--- src/rtl/uart_frame_packer_if.sv ---
// Bus bundle for uart_frame_packer: capture-FIFO read side, UART transmitter handshake and frame status.
// master = packer, slave = FIFO/transmitter environment.
//
// Handshakes: rd_req is a one-cycle strobe issued only while rd_empty is low, and data_in is sampled
// one full cycle after the strobe. tx_req is a one-cycle request with data_out valid. data_out then
// stays stable until the transmitter has raised tx_busy and dropped it again. No new request is made
// before that falling edge.
interface uart_frame_packer_if #(
    parameter int WORD_W = 16
);
    logic              frame_start;
    logic [WORD_W-1:0] data_in;
    logic              rd_empty;
    logic              rd_req;
    logic [7:0]        data_out;
    logic              tx_req;
    logic              tx_busy;
    logic              frame_err;
    logic              busy;
    logic [2:0]        dbg_state;

    modport master (
        input  frame_start, data_in, rd_empty, tx_busy,
        output rd_req, data_out, tx_req, frame_err, busy, dbg_state
    );

    modport slave (
        output frame_start, data_in, rd_empty, tx_busy,
        input  rd_req, data_out, tx_req, frame_err, busy, dbg_state
    );
endinterface

--- src/rtl/uart_frame_packer.sv ---
// Frames capture-FIFO words into a byte stream for the UART: sync bytes, FRAME_WORDS payload words,
// optional trailing two's-complement checksum when FRAME_CSUM_EN is defined.
module uart_frame_packer #(
    parameter int          WORD_W      = 16,
    parameter int          MSB_FIRST   = 1,
    parameter int          SYNC_LEN    = 2,
    parameter logic [31:0] SYNC_PAT    = 32'h0000_FF00,
    parameter int          FRAME_WORDS = 76800,
    parameter int          CNT_W       = 17
) (
    input  logic                SYS_CLK,
    input  logic                RST_N,
    uart_frame_packer_if.master bus
);
    localparam int NBYTES = WORD_W / 8;
    localparam int BI_W   = (NBYTES > 1) ? $clog2(NBYTES) : 1;

    typedef enum logic [2:0] {
        S_IDLE, S_SYNC, S_FETCH, S_LATCH, S_SEND, S_ACK, S_DONE
`ifdef FRAME_CSUM_EN
        , S_CSUM
`endif
    } state_t;

    typedef enum logic [1:0] {
        P_SYNC, P_DATA
`ifdef FRAME_CSUM_EN
        , P_CSUM
`endif
    } phase_t;

    state_t            r_state;
    phase_t            r_phase;
    logic [CNT_W-1:0]  r_word_cnt;
    logic [BI_W-1:0]   r_byte_idx;
    logic [1:0]        r_sync_idx;
    logic [WORD_W-1:0] r_word;
    logic              r_start_pend;
    logic              r_rd_req;
    logic              r_tx_req;
    logic [7:0]        r_data_out;
    logic              r_frame_err;
    logic              r_busy;
`ifdef FRAME_CSUM_EN
    logic [7:0]        r_csum;
`endif

    logic [CNT_W-1:0]  w_cnt_next;
    logic              w_last_byte;
    logic [7:0]        w_lat_byte;
    logic [7:0]        w_next_byte;

    // Sync byte k of the frame; the pattern is sent from byte SYNC_LEN-1 down to byte 0.
    function automatic logic [7:0] f_sync_byte(input logic [1:0] k);
        logic [1:0] pos;
        pos         = 2'(SYNC_LEN - 1) - k;
        f_sync_byte = 8'(SYNC_PAT >> {pos, 3'b000});
    endfunction

    function automatic logic [7:0] f_word_byte(input logic [WORD_W-1:0] w, input logic [BI_W-1:0] idx);
        logic [BI_W-1:0] pos;
        pos         = (MSB_FIRST != 0) ? BI_W'(NBYTES - 1) - idx : idx;
        f_word_byte = 8'(w >> {pos, 3'b000});
    endfunction

    assign w_cnt_next  = r_word_cnt + 1'b1;
    assign w_last_byte = (r_byte_idx == BI_W'(NBYTES - 1));
    assign w_lat_byte  = f_word_byte(bus.data_in, '0);
    assign w_next_byte = f_word_byte(r_word, r_byte_idx + 1'b1);

    always_ff @(posedge SYS_CLK or negedge RST_N) begin
        if (!RST_N) begin
            r_state      <= S_IDLE;
            r_phase      <= P_SYNC;
            r_word_cnt   <= '0;
            r_byte_idx   <= '0;
            r_sync_idx   <= '0;
            r_word       <= '0;
            r_start_pend <= 1'b0;
            r_rd_req     <= 1'b0;
            r_tx_req     <= 1'b0;
            r_data_out   <= '0;
            r_frame_err  <= 1'b0;
            r_busy       <= 1'b0;
`ifdef FRAME_CSUM_EN
            r_csum       <= '0;
`endif
        end else begin
            r_rd_req    <= 1'b0;
            r_tx_req    <= 1'b0;
            r_frame_err <= 1'b0;
            if (bus.frame_start && r_state != S_IDLE) r_start_pend <= 1'b1;

            case (r_state)
                S_IDLE: begin
                    // A frame_start arriving while a pending start is consumed merges into one frame.
                    if (bus.frame_start || r_start_pend) begin
                        r_start_pend <= 1'b0;
                        r_busy       <= 1'b1;
                        r_word_cnt   <= '0;
                        r_byte_idx   <= '0;
                        r_sync_idx   <= '0;
`ifdef FRAME_CSUM_EN
                        r_csum       <= '0;
`endif
                        if (SYNC_LEN > 0) begin
                            r_phase <= P_SYNC;
                            r_state <= S_SYNC;
                        end else begin
                            r_phase <= P_DATA;
                            r_state <= S_FETCH;
                        end
                    end
                end
                S_SYNC: begin
                    r_data_out <= f_sync_byte(r_sync_idx);
                    r_tx_req   <= 1'b1;
                    r_state    <= S_SEND;
                end
                S_FETCH: begin
                    if (!bus.rd_empty) begin
                        r_rd_req <= 1'b1;
                        r_state  <= S_LATCH;
                    end
                end
                S_LATCH: begin
                    // First LATCH cycle (strobe still high) covers the FIFO read latency.
                    if (!r_rd_req) begin
                        r_word     <= bus.data_in;
                        r_byte_idx <= '0;
                        r_data_out <= w_lat_byte;
                        r_tx_req   <= 1'b1;
`ifdef FRAME_CSUM_EN
                        r_csum     <= r_csum + w_lat_byte;
`endif
                        r_state    <= S_SEND;
                    end
                end
                S_SEND: r_state <= S_ACK;
                S_ACK:  if (bus.tx_busy) r_state <= S_DONE;
                S_DONE: begin
                    if (!bus.tx_busy) begin
                        case (r_phase)
                            P_SYNC: begin
                                if (r_sync_idx == 2'(SYNC_LEN - 1)) begin
                                    r_phase <= P_DATA;
                                    r_state <= S_FETCH;
                                end else begin
                                    r_sync_idx <= r_sync_idx + 2'd1;
                                    r_state    <= S_SYNC;
                                end
                            end
                            P_DATA: begin
                                if (!w_last_byte) begin
                                    r_byte_idx <= r_byte_idx + 1'b1;
                                    r_data_out <= w_next_byte;
                                    r_tx_req   <= 1'b1;
`ifdef FRAME_CSUM_EN
                                    r_csum     <= r_csum + w_next_byte;
`endif
                                    r_state    <= S_SEND;
                                end else begin
                                    r_word_cnt <= w_cnt_next;
                                    if (w_cnt_next == CNT_W'(FRAME_WORDS) || r_start_pend) begin
                                        r_frame_err <= (w_cnt_next != CNT_W'(FRAME_WORDS));
`ifdef FRAME_CSUM_EN
                                        r_phase     <= P_CSUM;
                                        r_state     <= S_CSUM;
`else
                                        r_busy      <= 1'b0;
                                        r_state     <= S_IDLE;
`endif
                                    end else begin
                                        r_state <= S_FETCH;
                                    end
                                end
                            end
`ifdef FRAME_CSUM_EN
                            P_CSUM: begin
                                r_busy  <= 1'b0;
                                r_state <= S_IDLE;
                            end
`endif
                            default: r_state <= S_IDLE;
                        endcase
                    end
                end
`ifdef FRAME_CSUM_EN
                S_CSUM: begin
                    r_data_out <= ~r_csum + 8'd1;
                    r_tx_req   <= 1'b1;
                    r_state    <= S_SEND;
                end
`endif
                default: r_state <= S_IDLE;
            endcase
        end
    end

    assign bus.rd_req    = r_rd_req;
    assign bus.tx_req    = r_tx_req;
    assign bus.data_out  = r_data_out;
    assign bus.frame_err = r_frame_err;
    assign bus.busy      = r_busy;
    assign bus.dbg_state = r_state;
endmodule

--- src/flat_wrapper.sv ---
// flat-port wrapper written by rule: the top's interface ports become plain ports
module uart_frame_packer_flat 
#(
    parameter int          WORD_W      = 16,
    parameter int          MSB_FIRST   = 1,
    parameter int          SYNC_LEN    = 2,
    parameter logic [31:0] SYNC_PAT    = 32'h0000_FF00,
    parameter int          FRAME_WORDS = 76800,
    parameter int          CNT_W       = 17
)
  (SYS_CLK, RST_N, bus_frame_start, bus_data_in, bus_rd_empty, bus_tx_busy, bus_rd_req, bus_data_out, bus_tx_req, bus_frame_err, bus_busy, bus_dbg_state);
  uart_frame_packer_if #(.WORD_W(WORD_W)) bus_i ();
  input  logic SYS_CLK;
  input  logic RST_N;
  input wire logic [$bits(bus_i.frame_start)-1:0] bus_frame_start;
  input wire logic [$bits(bus_i.data_in)-1:0] bus_data_in;
  input wire logic [$bits(bus_i.rd_empty)-1:0] bus_rd_empty;
  input wire logic [$bits(bus_i.tx_busy)-1:0] bus_tx_busy;
  output wire logic [$bits(bus_i.rd_req)-1:0] bus_rd_req;
  output wire logic [$bits(bus_i.data_out)-1:0] bus_data_out;
  output wire logic [$bits(bus_i.tx_req)-1:0] bus_tx_req;
  output wire logic [$bits(bus_i.frame_err)-1:0] bus_frame_err;
  output wire logic [$bits(bus_i.busy)-1:0] bus_busy;
  output wire logic [$bits(bus_i.dbg_state)-1:0] bus_dbg_state;
  assign bus_i.frame_start = bus_frame_start;
  assign bus_i.data_in = bus_data_in;
  assign bus_i.rd_empty = bus_rd_empty;
  assign bus_i.tx_busy = bus_tx_busy;
  assign bus_rd_req = bus_i.rd_req;
  assign bus_data_out = bus_i.data_out;
  assign bus_tx_req = bus_i.tx_req;
  assign bus_frame_err = bus_i.frame_err;
  assign bus_busy = bus_i.busy;
  assign bus_dbg_state = bus_i.dbg_state;
  uart_frame_packer #(.WORD_W(WORD_W), .MSB_FIRST(MSB_FIRST), .SYNC_LEN(SYNC_LEN), .SYNC_PAT(SYNC_PAT), .FRAME_WORDS(FRAME_WORDS), .CNT_W(CNT_W)) u_core (.SYS_CLK(SYS_CLK), .RST_N(RST_N), .bus(bus_i));
endmodule
--- config.mk ---
export PLATFORM = sky130hd
export DESIGN_NAME = uart_frame_packer_flat
export DESIGN_NICKNAME = d
export VERILOG_FILES = /design/src/rtl/uart_frame_packer_if.sv /design/src/rtl/uart_frame_packer.sv /design/src/flat_wrapper.sv
export SDC_FILE = /design/constraint.sdc
export NUM_CORES = 1
export LEC_CHECK = 0
export BUFFER_PORTS_ARGS = -buffer_cell sky130_fd_sc_hd__buf_4
export CAP_MARGIN = 20
export CORE_MARGIN = 10
export CORE_UTILIZATION = 28
export DETAILED_ROUTE_END_ITERATION = 7
export SYNTH_ARGS = -nofsm -noshare
export SYNTH_HDL_FRONTEND = slang
export SYNTH_SLANG_ARGS = --single-unit
--- constraint.sdc ---
create_clock -name SYS_CLK -period 5.1 [get_ports SYS_CLK]
set_input_delay 0.255 -clock SYS_CLK [delete_from_list [all_inputs] [get_ports SYS_CLK]]
set_output_delay 0.255 -clock SYS_CLK [all_outputs]
set_load 0.02 [all_outputs]
-- Word level (Yosys, flattened, before mapping)
Index checks and enable logic that the tools add are counted.
- shifts and indexed selects: 2
- $add $sub $neg: 5
- div/mod/pow operators: 0
- $mul: 0
- reductions and logical operators: 17
- bitwise operators: 1
- equal/unequal tests: 22
- $lt $le $gt $ge: 0
- mux-type cells: 56
- operators with widths (kind ; number):
    $mux W17 ; 4
    $pmux W17 S2 ; 1
    $mux W8 ; 4
    $reduce_and A5 Y1 ; 6
    $mux W1 ; 24
    $pmux W8 S3 ; 1
    $pmux W3 S7 ; 1
    $mux W2 ; 9
    $mux W3 ; 6
    $add A17 B1 Y17 const B ; 1
    $eq A17 B17 Y1 const B ; 1
    $ne A17 B17 Y1 const B ; 1
    $shr A16 B4 Y8 ; 1
    $shr A16 B5 Y8 const A ; 1
    $ne A2 B2 Y1 const B ; 7
    $ne A2 B1 Y1 const B ; 5
    $eq A3 B3 Y1 const B ; 3
    $reduce_bool A3 Y1 ; 3
    $pmux W2 S2 ; 2
    $eq A3 B2 Y1 const B ; 2
    $pmux W1 S3 ; 2
    $pmux W3 S2 ; 1
    $reduce_and A6 Y1 ; 1
    $eq A2 B1 Y1 const B ; 2
    other kinds (13) ; 14
- bits in latches: 0
- bits in writable memories: 0
- input port bits: 21
- ROM bits: 0
- memories: 0
- output and inout port bits: 15
- flip-flop bits (word level): 54

-- Longest topological paths before layout
- word-level depth: 8
- gate-level depth with buffers: 7

-- Worst setup path after synthesis
OpenSTA, ideal clock, no wires.
- path kind: reg-to-reg
- start: register u_core.r_state[1], in the netlist u_core.bus.dbg_state[1]
- end: register u_core.r_busy, in the netlist u_core.bus.busy
- stages on the path, launching flop included: 8
- data required time: 4959 ps
- path slack: 3168 ps
- arrival: 1791 ps
- path buffers: 2
- path through: dfrtp_1 -> buf_6 -> or4_4 -> a21oi_4 -> buf_6 -> nor2_1 -> o2bb2ai_1 -> a31oi_1
- word-level cells in the longest chain between the ends: 3
- elaborated cells between the ends (all ways): 10
- RTL lines (item ; RTL line ; RTL):
    start: declaration ; uart_frame_packer.sv:32 ; state_t r_state;
    start signal: assignment ; uart_frame_packer.sv:73 ; r_state <= S_IDLE;
    start signal: assignment ; uart_frame_packer.sv:108 ; r_state <= S_SYNC;
    start signal: assignment ; uart_frame_packer.sv:111 ; r_state <= S_FETCH;
    $eq A3 B3 Y1 / $logic_not A3 Y1 (equally long branches) ; uart_frame_packer.sv:94 ; case (r_state)
    $ne A2 B1 Y1 (no source line) (tied with other cells) ; - ;
    $reduce_and A6 Y1 (no source line) ; - ;
    end signal: assignment ; uart_frame_packer.sv:84 ; r_busy <= 1'b0;
    end signal: assignment ; uart_frame_packer.sv:99 ; r_busy <= 1'b1;
    end signal: assignment ; uart_frame_packer.sv:170 ; r_busy <= 1'b0;
    end: declaration ; uart_frame_packer.sv:43 ; logic r_busy;
Several ways; a longest one is shown, not always the timed one.
A chain may end at the register's enable or synchronous reset.

-- Worst setup path after layout
- start: register u_core.r_byte_idx
- end: register u_core.r_word_cnt[15]
- word-level cells in the longest chain between the ends: 2
- RTL lines (item ; RTL line ; RTL):
    start: declaration ; uart_frame_packer.sv:35 ; logic [BI_W-1:0] r_byte_idx;
    start signal: assignment ; uart_frame_packer.sv:155 ; r_byte_idx <= r_byte_idx + 1'b1;
    $ne A2 B1 Y1 (no source line) ; - ;
    $reduce_and A5 Y1 (no source line) ; - ;
    end signal: assignment ; uart_frame_packer.sv:163 ; r_word_cnt <= w_cnt_next;
    end: declaration ; uart_frame_packer.sv:34 ; logic [CNT_W-1:0] r_word_cnt;
Every way passes these cells.

==> summary by stage <==
Clock tree
The number of levels the H-tree was split into is 2. The buffer count from post-CTS setup fixing is 0. The CTS root buffer is sky130_fd_sc_hd__clkbuf_8. The TritonCTS clock tree is built. In this run the deepest clock path goes through 2 buffers. The number of buffers inserted by hold repair at cts is 0. In this run, CTS created clock tree buffers numbering 5. The register clock-pin slew on the reported worst setup and hold paths is 0.10 ns. The clock drives 53 sinks. The worst-skew pair later-pin latency is between 0.3 and 0.4 ns. The number of gates resized after CTS was 0.

Worst setup path
In this design, the stage delay of the slowest critical-path cell is a little under 0.8 ns. The worst setup path is captured at a flip-flop. The critical-path cell with the highest stage delay is sky130_fd_sc_hd__dfrtp_1. The type of the worst setup path is reg2reg. The signal on the critical path passes through nand3_1, nor2_2, nand2_1, o31ai_1. Across all register-to-register paths, the minimum setup slack is 2.64 ns. The worst register-to-register path begins at u_core.r_byte_idx$_DFFE_PN0P_. The most critical setup path has its endpoint at u_core.r_word_cnt[15]$_DFFE_PN0P_. The number of logic stages on the critical path including buffering is 4.

The arrival time at the worst endpoint is approximately 2.7 ns. Along the worst path, the maximum fanout reaches 16. The startpoint type of the worst setup path is a flip-flop. Counting both buffers and inverters, the worst setup path holds a total of 0.

The worst reg2reg path depth is 4. In this run the critical register-to-register path is captured at u_core.r_word_cnt[15]$_DFFE_PN0P_. In this run the worst setup path begins at u_core.r_byte_idx$_DFFE_PN0P_.

At the worst endpoint, the required time is ~5.3 ns. The cell class contributing the biggest share of worst-path delay is simple AND/OR/NAND/NOR gates.

GRT
For met3 alone, demand over resource in global routing was 0.0197. After global routing the overflow that remains totals 0. The met1 layer usage reported by global route is 0.119.

The first-pass GRT wire length is ~11,000 um. The initial antenna violation count came to 0. The number of global-route vias before repair is roughly 2,400. The maximum number of pins on one net before global-route repair is 54.

For this run, the total global-route usage over all layers was measured as 0.0910. For met2 alone, demand over resource in global routing was 0.148. The global routing's busiest layer is met2.

Status
The run finished, with violations left. The final reports fail on negative hold slack.

Finish
Summing all multi-input logic gate instances after layout gives approximately 0.0015 mm^2. Across the whole layout, storage elements account for 0.00133 mm^2. The share of post-route cells with drive strength above 1 is 0.207.

From synthesis to final layout, the design area changed by 15.5%. The repair_antennas step left the layout with diodes totalling 0. Fill cells in the final layout number between 1,000 and 1,500. The total number of nets in the final design is roughly 360. At the end of the flow the core is filled with cells to 0.330.

Logic synthesis
The number of unique standard cell types used by synthesis is between 50 and 60. The yosys synthesis warning count is 0. By area the synthesized netlist is led by sky130_fd_sc_hd__dfrtp_1 45%, sky130_fd_sc_hd__mux2_2 6.5%, sky130_fd_sc_hd__nand2_1 4.7%. Of the post-synthesis cell area, the dominant cell type holds 0.452. The total nets after synthesis is between 300 and 400. The post-synthesis average cell area is 9.55 um^2. In the synthesized netlist the async set-or-reset flop fraction comes to 1.00. The count of mapped cells out of synthesis is approximately 310. Yosys mapped a number of flops with a built-in enable equal to 0. Synthesis inferred 53 register bits. The largest total area in the synthesized netlist belongs to sky130_fd_sc_hd__dfrtp_1.

The most instantiated flip-flop cell in the synthesis netlist is sky130_fd_sc_hd__dfrtp_1. The cell area that synthesis handed to floorplanning was between 0.002 and 0.003 mm^2. The share of the Yosys chip area taken by registers is 0.452.

Power and ir drop
The share of power burned in the clock network is 0.199. The combinational share of power is 0.347. The switching part of the total power is 0.359. The sequential share of power is 0.454. The total net switching power is ~0.00052 W. For this design the ratio of total power to cell area is between 400 and 500 mW/mm^2. The static leakage is approximately 1.3 nW.

The internal power summed over all cells is 0.000925 W. The highest ir drop seen on vdd is ~0.21 mV.

Floorplan
The die covers approximately 0.015 mm^2. During I/O placement, the number of pins put on the boundary was 36. The initialized floorplan defines 37 standard-cell rows. The initial utilization of the core area, before any placement, comes to 0.285.

After floorplanning, the core was sized to cover 0.0103 mm^2. The die is 122 um wide. The floorplan step set the die height to between 100 and 150 um.

STA
The clock skew after layout is approximately 0.022 ns. Final hold analysis gives a worst-case slack of -0.0307 ns. The final number of max-transition violations is 0.

Setup violations remaining at the end of the flow were counted as 0. At the pin with the least slew margin, the transition time is approximately 0.75 ns. The post-layout minimum cycle time is about 2.5 ns. The maximum frequency from static timing analysis is around 400 MHz. The count of endpoints failing hold in the final timing report is 32. Setup total negative slack on the finished layout was measured at 0 ns. The portion of the clock cycle consumed by the worst path in the final layout is 0.481. The relative slew slack is 0.499. Setup repair after global routing left no endpoint under its margin.

Placement
The number of port buffers is 35. The HPWL after detailed placement is approximately 5000 um. The placer congestion estimate is between 0.8 and 0.9.

Flow run
Across the run, the number of max-cap violations was 0.

Detailed routing
The routed layout has roughly 2,400 vias. The count of nets left with antenna violations once routing finished came out at 0. For this run, the detailed router's first-pass iteration total came to 4. The routed length per instance is about 15 um. In the routed design, unresolved DRC markers number 0. After detailed routing, the number of vias per cell comes to approximately 5.1. The count of routing violations after the opening detailed-route iteration is 194. The final layout contains routed wiring with a total length of slightly below 7000 um.

Worst hold path
The class of the tightest hold or removal check is in2async.
-- power by group through the flow --
stage	combinational [W]	sequential (W)	clock, W
final	0.000500	0.000655	0.000288
after global routing	0.000555	0.000676	0.000316
after CTS	0.000510	0.000656	0.000296
after detailed placement	0.000509	0.000665	0
after global placement	0.000502	0.000657	0
after floorplan	0.000350	0.000660	0
-- worst min path at each step --
stage	end	slack (ns)	cells past startpoint
final	u_core.r_word_cnt[8]$_DFFE_PN0P_	-0.03	1
after global routing	u_core.r_word[15]$_DFFE_PN0P_	0.03	1
after CTS	u_core.r_word[15]$_DFFE_PN0P_	0.01	1
after detailed placement	u_core.r_word_cnt[8]$_DFFE_PN0P_	0.35	1
after global placement	u_core.r_word_cnt[16]$_DFFE_PN0P_	0.35	1
after floorplan	u_core.bus.busy$_DFFE_PN0P_	-0.04	0
-- per-stage QoR --
step,cells,setup WS [ns],area [um^2],total power (W)
floorplan,307,3.17,2930,0.00101
global placement,461,2.72,3280,0.00116
detailed placement,461,2.67,3280,0.00117
CTS,469,2.64,3390,0.00146
global route,469,2.42,3390,0.00155
finish,469,2.64,3390,0.00144
-- cells in the mapped netlist, drive strengths merged, types with 9 or more instances --
| library cell | n |
|---|---|
| mux2 | 17 |
| a21oi | 9 |
| nand3 | 18 |
| o21ai | 41 |
| inv | 10 |
| dfrtp | 53 |
| buf | 10 |
| nand2 | 37 |
| nor2 | 9 |
| nor3 | 12 |
-- final cells by class --
| cell class | instances | area share |
|---|---|---|
| clock buffer | 5 | 0.0203 |
| clock inverter | 3 | 0.0129 |
| inverter | 10 | 0.0111 |
| multi-input combinational | 226 | 0.434 |
| sequential | 53 | 0.391 |
| tap | 136 | 0.0502 |
| timing repair buffer | 36 | 0.0798 |
-- per-layer routing --
layer,wire length [um],vias to the layer above
met2,3280,48
met1,3190,1157
met5,0,-
li1,-,1179
met4,59,0
met3,287,4
-- kinds of logic after synthesis --
family	synth area share
AOI/OAI and AO/OA	0.202
and+or+nand+nor	0.186
buffers and inverters	0.0461
DFF	0.452
xor gates and xnor gates	0.00896
muxes	0.0926
adders and majority gates	0.0128
-- worst reg2reg max path: stages (launching register included) --
cell and delay (ns):
sky130_fd_sc_hd__dfrtp_1 0.77, sky130_fd_sc_hd__nand3_1 0.64, sky130_fd_sc_hd__nor2_2 0.55, sky130_fd_sc_hd__nand2_1 0.17, sky130_fd_sc_hd__o31ai_1 0.24
-- cells in the final DEF, fill, tap and decap left out, types with 3 or more instances in the layout --
cell and count:
sky130_fd_sc_hd__dfrtp_1 53, sky130_fd_sc_hd__nor3_1 12, sky130_fd_sc_hd__mux2_2 17, sky130_fd_sc_hd__buf_4 36, sky130_fd_sc_hd__o31ai_1 7, sky130_fd_sc_hd__a21oi_1 8, sky130_fd_sc_hd__nor3b_1 3, sky130_fd_sc_hd__nor2_1 8
sky130_fd_sc_hd__nor2b_1 3, sky130_fd_sc_hd__o22a_1 8, sky130_fd_sc_hd__nand2_1 37, sky130_fd_sc_hd__a211oi_1 3, sky130_fd_sc_hd__o21ai_0 21, sky130_fd_sc_hd__nand3_1 18, sky130_fd_sc_hd__or3_1 3, sky130_fd_sc_hd__nand4_1 5
sky130_fd_sc_hd__o21ai_1 20, sky130_fd_sc_hd__clkbuf_8 5, sky130_fd_sc_hd__nor4_1 4, sky130_fd_sc_hd__mux2i_1 8, sky130_fd_sc_hd__inv_1 10, sky130_fd_sc_hd__ha_1 3
-- sequential cells by signal, indices dropped and copies added, names as in the netlist --
name and cells:
u_core.bus.busy 1, u_core.bus.data_out 8, u_core.bus.dbg_state 3, u_core.bus.frame_err 1, u_core.bus.rd_req 1, u_core.bus.tx_req 1
u_core.r_byte_idx 1, u_core.r_phase 1, u_core.r_start_pend 1, u_core.r_sync_idx 2, u_core.r_word 16, u_core.r_word_cnt 17
(Power assumes the default switching activity.)
